<file path="src/rtl/gray_step_monitor.sv">
// Gray step monitor: decodes a two-digit 4-bit reflected gray word, then
// classifies each sample against the previous one as a legal step, a hold
// or an error in the requested direction. Lock is dropped after LOCK_LOSS
// consecutive errors.
//
// Ports:
//   clk, rst          clock and synchronous active-high reset
//   in_valid          gray_in/dir carry a sample this cycle
//   gray_in[7:0]      two gray digits, [7:4] high and [3:0] low
//   dir               expected direction: 1 = up, 0 = down
//   bin_out[7:0]      decoded value of the last accepted sample
//   out_valid         one-cycle pulse, bin_out and flags are valid
//   step_ok/hold/err  step classification (all 0 on a seed sample)
//   wrap              step_ok that crossed 0xFF <-> 0x00
//   locked            monitor is in LOCKED after this edge
//   err_cnt[7:0]      saturating total of step errors since reset
module gray_step_monitor #(
  parameter int unsigned LOCK_LOSS = 3
) (
  input  logic       clk,
  input  logic       rst,
  input  logic       in_valid,
  input  logic [7:0] gray_in,
  input  logic       dir,
  output logic [7:0] bin_out,
  output logic       out_valid,
  output logic       step_ok,
  output logic       step_hold,
  output logic       step_err,
  output logic       wrap,
  output logic       locked,
  output logic [7:0] err_cnt
);

  localparam int unsigned W  = 8;
  localparam int unsigned CW = 3;

  typedef enum logic {
    UNLOCKED = 1'b0,
    LOCKED   = 1'b1
  } state_t;

  state_t          state_q, state_d;
  logic [W-1:0]    bin_q, bin_d;
  logic [W-1:0]    err_cnt_q, err_cnt_d;
  logic [CW-1:0]   consec_q, consec_d;
  logic            out_valid_q, out_valid_d;
  logic            step_ok_q, step_ok_d;
  logic            step_hold_q, step_hold_d;
  logic            step_err_q, step_err_d;
  logic            wrap_q, wrap_d;
  logic            locked_q, locked_d;

  logic [W-1:0]    sample_bin;
  logic [W-1:0]    delta;
  logic [CW-1:0]   consec_inc;

  // Reflected gray to binary for one 4-bit digit.
  function automatic logic [3:0] gray2bin4(input logic [3:0] g);
    logic [3:0] b;
    b[3] = g[3];
    for (int i = 2; i >= 0; i--) begin
      b[i] = g[i] ^ b[i+1];
    end
    return b;
  endfunction

  // Digits decode independently; bin_q doubles as the previous sample.
  assign sample_bin = {gray2bin4(gray_in[7:4]), gray2bin4(gray_in[3:0])};
  assign delta      = sample_bin - bin_q;
  assign consec_inc = consec_q + CW'(1);

  // Next-state and output logic.
  always_comb begin
    state_d     = state_q;
    bin_d       = bin_q;
    err_cnt_d   = err_cnt_q;
    consec_d    = consec_q;
    out_valid_d = 1'b0;
    step_ok_d   = 1'b0;
    step_hold_d = 1'b0;
    step_err_d  = 1'b0;
    wrap_d      = 1'b0;

    if (in_valid) begin
      out_valid_d = 1'b1;
      bin_d       = sample_bin;
      case (state_q)
        UNLOCKED: begin
          // Seed sample: no classification, just arm the monitor.
          state_d  = LOCKED;
          consec_d = '0;
        end
        LOCKED: begin
          if (delta == W'(0)) begin
            step_hold_d = 1'b1;
            consec_d    = '0;
          end else if ((dir && delta == W'(1)) || (!dir && delta == W'(8'hFF))) begin
            step_ok_d = 1'b1;
            // A legal up step from 0xFF can only land on 0x00, and vice versa.
            wrap_d    = dir ? (bin_q == W'(8'hFF)) : (bin_q == W'(0));
            consec_d  = '0;
          end else begin
            step_err_d = 1'b1;
            if (err_cnt_q != W'(8'hFF)) begin
              err_cnt_d = err_cnt_q + W'(1);
            end
            if (consec_inc == CW'(LOCK_LOSS)) begin
              state_d  = UNLOCKED;
              consec_d = '0;
            end else begin
              consec_d = consec_inc;
            end
          end
        end
        default: state_d = UNLOCKED;
      endcase
    end

    locked_d = (state_d == LOCKED);
  end

  // State and output registers.
  always_ff @(posedge clk) begin
    if (rst) begin
      state_q     <= UNLOCKED;
      bin_q       <= '0;
      err_cnt_q   <= '0;
      consec_q    <= '0;
      out_valid_q <= 1'b0;
      step_ok_q   <= 1'b0;
      step_hold_q <= 1'b0;
      step_err_q  <= 1'b0;
      wrap_q      <= 1'b0;
      locked_q    <= 1'b0;
    end else begin
      state_q     <= state_d;
      bin_q       <= bin_d;
      err_cnt_q   <= err_cnt_d;
      consec_q    <= consec_d;
      out_valid_q <= out_valid_d;
      step_ok_q   <= step_ok_d;
      step_hold_q <= step_hold_d;
      step_err_q  <= step_err_d;
      wrap_q      <= wrap_d;
      locked_q    <= locked_d;
    end
  end

  assign bin_out   = bin_q;
  assign out_valid = out_valid_q;
  assign step_ok   = step_ok_q;
  assign step_hold = step_hold_q;
  assign step_err  = step_err_q;
  assign wrap      = wrap_q;
  assign locked    = locked_q;
  assign err_cnt   = err_cnt_q;

endmodule

</file>
<file path="config.mk">
export PLATFORM = sky130hd
export DESIGN_NAME = gray_step_monitor
export DESIGN_NICKNAME = d
export VERILOG_FILES = /design/src/rtl/gray_step_monitor.sv
export SDC_FILE = /design/constraint.sdc
export NUM_CORES = 1
export LEC_CHECK = 0
export BUFFER_PORTS_ARGS = -buffer_cell sky130_fd_sc_hd__buf_4
export CAP_MARGIN = 20
export CORE_MARGIN = 2
export CORE_UTILIZATION = 39
export CTS_CLUSTER_DIAMETER = 60
export DETAILED_ROUTE_END_ITERATION = 8
export GPL_TIMING_DRIVEN = 0
export PLACE_DENSITY_LB_ADDON = 0.05
export SYNTH_ARGS = -nofsm -noshare
export SYNTH_HDL_FRONTEND = slang
export SYNTH_SLANG_ARGS = --single-unit
</file>
<file path="constraint.sdc">
create_clock -name clk -period 9.5 [get_ports clk]
set_input_delay 0.475 -clock clk [delete_from_list [all_inputs] [get_ports clk]]
set_output_delay 0.475 -clock clk [all_outputs]
set_load 0.005 [all_outputs]
</file>
Word-level counts from Yosys, hierarchy flattened

Index checks and enable logic that the tools add are counted.

Logic and storage cells: 50
Output and inout bits: 22
Register bits: 25

Add/subtract/negate cells: 3
Bitwise gates (word level): 10
Eq/ne operators: 5
Reduce and logical (&&, ||, !) cells: 10
Mux-type cells: 13

Operator list:

| operator                                            | number |
|---|---|
| equality test 8 bit, second input constant          | 2 |
| logical NOT 8 bit                                   | 2 |
| 2-to-1 mux 3 bit                                    | 3 |
| adder 8 x 1 -> 8 bit, second input constant         | 1 |
| equality test 8 x 1 -> 1 bit, second input constant | 1 |
| 2-to-1 mux 1 bit                                    | 8 |
| != test 8 bit, second input constant                | 1 |
| subtractor 8 bit                                    | 1 |
| case mux 3 bit (2 select lines)                     | 1 |
| XOR 1 bit                                           | 6 |
| AND reduction 5 bit                                 | 1 |
| OR reduction 5 bit                                  | 1 |
| inverter 1 bit                                      | 4 |
| OR reduction 4 bit                                  | 1 |
| adder 3 x 1 -> 3 bit, second input constant         | 1 |
| equality test 3 x 2 -> 1 bit, second input constant | 1 |
| OR reduction 3 bit                                  | 1 |
| logical AND 1 bit                                   | 2 |
| case mux 1 bit (2 select lines)                     | 1 |
| logical NOT 1 bit                                   | 1 |
| logical OR 1 bit                                    | 1 |

Logic depth before layout (Yosys ltp)

Depth in word-level cells: 10
Gate-level depth with buffers: 13
Depth with buffers taken out: 12

Worst setup path after synthesis

Ideal clock, no wire load.

Kind: input -> register
Start: in gray_in[3]
End: reg err_cnt_q[3], in the netlist err_cnt[3]
Data required time: 9379 ps
Arrival time: 3447 ps
Slack: 5932 ps
Stages: 12
Path buffers: 0
Cell sequence: xnor2_1 -> xnor2_1 -> xnor2_1 -> ha_1 -> fa_1 -> nor2b_1 -> o21ai_2 -> xnor2_1 -> or4_4 -> o31a_1 -> and4_1 -> mux2_4

Cells in the longest elaborated chain, start to end: 9
Elaborated cells on any way between the ends: 13
Those cells by class: add/sub: 1; eq/ne: 2; bitwise: 5; reduce/logical: 5

Ends and longest elaborated chain:

| what                                                                       | line | text |
|---|---|---|
| from (decl)                                                                | 23   | `input logic [7:0] gray_in,` |
| XOR 1 bit (*) (2 in a row)                                                 | 63   | `b[i] = g[i] ^ b[i+1];` |
| via sample_bin[1]                                                          | 54   | `logic [W-1:0] sample_bin;` |
| XOR 1 bit                                                                  | 63   |  |
| subtractor 8 bit (*)                                                       | 70   | `assign delta = sample_bin - bin_q;` |
| equality test 8 x 1 -> 1 bit / equality test 8 bit (equally long branches) | 98   | `end else if ((dir && delta == W'(1)) \|\| (!dir && delta == W'(8'hFF))) begin` |
| logical AND 1 bit                                                          | 98   |  |
| logical OR 1 bit                                                           | 98   |  |
| inverter 1 bit (no line)                                                   | -    |  |
| AND reduction 5 bit (no line) (*)                                          | -    |  |
| to (signal assigned)                                                       | 139  | `err_cnt_q <= err_cnt_d;` |
| to (decl)                                                                  | 45   | `logic [W-1:0] err_cnt_q, err_cnt_d;` |

The timed path passes the listed nets; every way through them passes the cells marked *.
A chain may end at the register's enable or synchronous reset.

Worst setup path in the final report

Ends and elaborated chain as after synthesis.

==> metrics <==
Least-Margin Pin Slew=0.616 ns; DR WL met3=88 um; number of synthesis warnings=0; row count=23; Distinct cells, synth=47; DRC viols=0; io pins=34; most frequent cells in the layout=32 x buf_4, 25 x dfxtp_1, 19 x nor2_1; Slew HR=0.589; Crit path arrival time=3.93 ns; Post-Syn Area=1660 um^2; vias=1488; placed instance area=1960 um^2; Post-synth ARST share=0; cts repair resizes=0; RSZ-0062 raised after global routing=no; setup TNS=0 ns; synthesized instance count=192; routability cong.=0.811; Wirelength per Cell=14.5 um; startpoint types=primary input; Worst Skew=0.00209 ns; WL met2=2080 um; FF+latch area=500 um^2; largest buffer count on any clock path=2; DRT iter0 DRCs=69; hold depth=2; CTS H-tree depth=1; die area=4790 um^2; total grt overflow=0; wire length of the first global-routing pass=6820 um; PD cells=140 nW/um^2; GRT Util Overall=0.173; Area Growth Syn to Fin=21.0%; VDD IR-drop max=0.0591 mV; most common cell after layout, fill and taps aside=buf_4; CTS tree=yes; largest net degree at the start of global routing=14; max cap viols=0; number of global-route vias before repair=1482; Top FF cell, synth=dfxtp_1; vias per inst=5.35; crit share post-route=0.397; Crit Path Class=in2reg; register bit total from synthesis=25; initial antenna violation count=0; post-route ant nets=0; # diodes=0; met1 WL=1840 um; Layout fillers=394; Worst Hold Class=in2reg; nets@finish=253; CTS buffer count=3; DR top layer=met4; hold worst-path end=out_valid$_SDFF_PP0_; worst endpoint required time=9.66 ns; final cell count without fillers=278; setup repair bufs after CTS=0; final instance area=2010 um^2; fraction of layout cells with a size suffix above 1=0.206; drt pass-1 iters=4; core area=4060 um^2; EDFF count, synth=0; Max Freq=265 MHz; Setup violations, final=0; setup ws final=5.73 ns; Pleak=0.840 nW; pre-CTS WS=5.44 ns; Die Width=69.2 um; worst-skew pair later-pin latency=0.27 ns; Reg2Reg Setup Slack=6.45 ns; Starting Density=0.409; Post-CTS Hold Buffers=0; multi-input logic area=1080 um^2; Setup crit end kind=flip-flop; Mean Syn Cell Area=8.64 um^2; DP HPWL=3130 um; clk sinks=25; Max FO, Critical Path=5; Die H=69.2 um; post-layout min period=3.77 ns; sequential fraction of the synthesis area=0.302; placed insts=274; Final Hold Fails=0; Hold Crit Start=rst; Synth Net Count=216; WHS=0.437 ns; Final Max Slew Viols=0; outcome=complete, no violations; Root Buffer=clkbuf_8; clock-pin slew on the worst setup and hold paths=0.09 ns; Worst R2R End=err_cnt[3]$_SDFFE_PP0P_; PortBufs=32; Reg2Reg Launch Point=bin_out[0]$_SDFFE_PP0P_; final WL=4040 um; reg2reg path depth=9
layer usage:
layer / GRT usage / vias up
met5: 0 / -
met4: 0.0654 / 0
met3: 0.0189 / 5
met2: 0.314 / 20
met1: 0.209 / 696
li1: - / 767
power breakdown:
group	switching [mW]	internal (mW)
registers	0.00540	0.109
clock network	0.0336	0.0300
logic	0.0581	0.0455
worst max-delay path, stage by stage:
cell and delay, ns:
buf_4 0.13, xnor2_1 0.30, xnor2_1 0.26, xnor2_1 0.21, ha_1 0.25, fa_1 0.40
nor2b_1 0.24, o21ai_2 0.10, xnor2_1 0.14, or4_4 0.56, o31a_1 0.37, and4_1 0.22
mux2_4 0.29
cell usage after synthesis, types with 3 or more instances:
cell | n | area share
nor2_1 | 19 | 0.043
nand2_1 | 6 | 0.014
nor3_1 | 5 | 0.015
mux2_4 | 3 | 0.027
or4_1 | 4 | 0.018
a21oi_1 | 10 | 0.030
xnor2_1 | 9 | 0.048
nor2b_1 | 11 | 0.041
and3_1 | 4 | 0.015
xor2_1 | 4 | 0.021
a211oi_1 | 5 | 0.023
inv_1 | 12 | 0.027
nand2b_1 | 6 | 0.023
nor4_1 | 4 | 0.015
clkbuf_1 | 5 | 0.011
mux2i_1 | 6 | 0.036
nand3_1 | 5 | 0.015
ha_1 | 11 | 0.083
dfxtp_1 | 25 | 0.30
registers in the layout (all words and copies together), names as in the netlist:
| signal | count |
|---|---|
| wrap | 1 |
| err_cnt | 8 |
| out_valid | 1 |
| step_hold | 1 |
| step_err | 1 |
| locked | 1 |
| consec_q | 3 |
| bin_out | 8 |
| step_ok | 1 |
through the flow:
stage | total power, mW | util
floorplan | 0.192 | -
finish | 0.282 | 0.495
detailed placement | 0.220 | 0.484
global placement | 0.216 | 0.484
global route | 0.299 | 0.495
CTS | 0.285 | 0.495
worst max-delay path by stage:
stage,startpoint,end,slack [ns],cells after the start
after floorplan,gray_in[3],err_cnt[3]$_SDFFE_PP0P_,5.93,12
after global placement,gray_in[3],err_cnt[3]$_SDFFE_PP0P_,5.53,13
after detailed placement,gray_in[3],err_cnt[3]$_SDFFE_PP0P_,5.44,13
after CTS,gray_in[3],err_cnt[3]$_SDFFE_PP0P_,5.74,13
after global routing,gray_in[3],consec_q[0]$_SDFFE_PP0P_,5.59,13
final,gray_in[3],err_cnt[3]$_SDFFE_PP0P_,5.73,13
layout make-up:
cell class | instances | share of cell area
plain buffers | 7 | 0.0143
clock buffers | 4 | 0.0224
inverters | 12 | 0.0224
multi-input cells | 148 | 0.541
flip-flops and latches | 25 | 0.249
well taps | 50 | 0.0312
repair buffers | 32 | 0.120
kinds of logic after synthesis:
group,count (synthesis),share of synthesized area
xor+xnor,13,0.0686
fa+ha+maj,12,0.0950
flops,25,0.302
buf+inv,19,0.0445
mux,9,0.0633
simple gates,77,0.260
compound gates,37,0.167
Note: power is estimated with default switching activity, not from simulation.
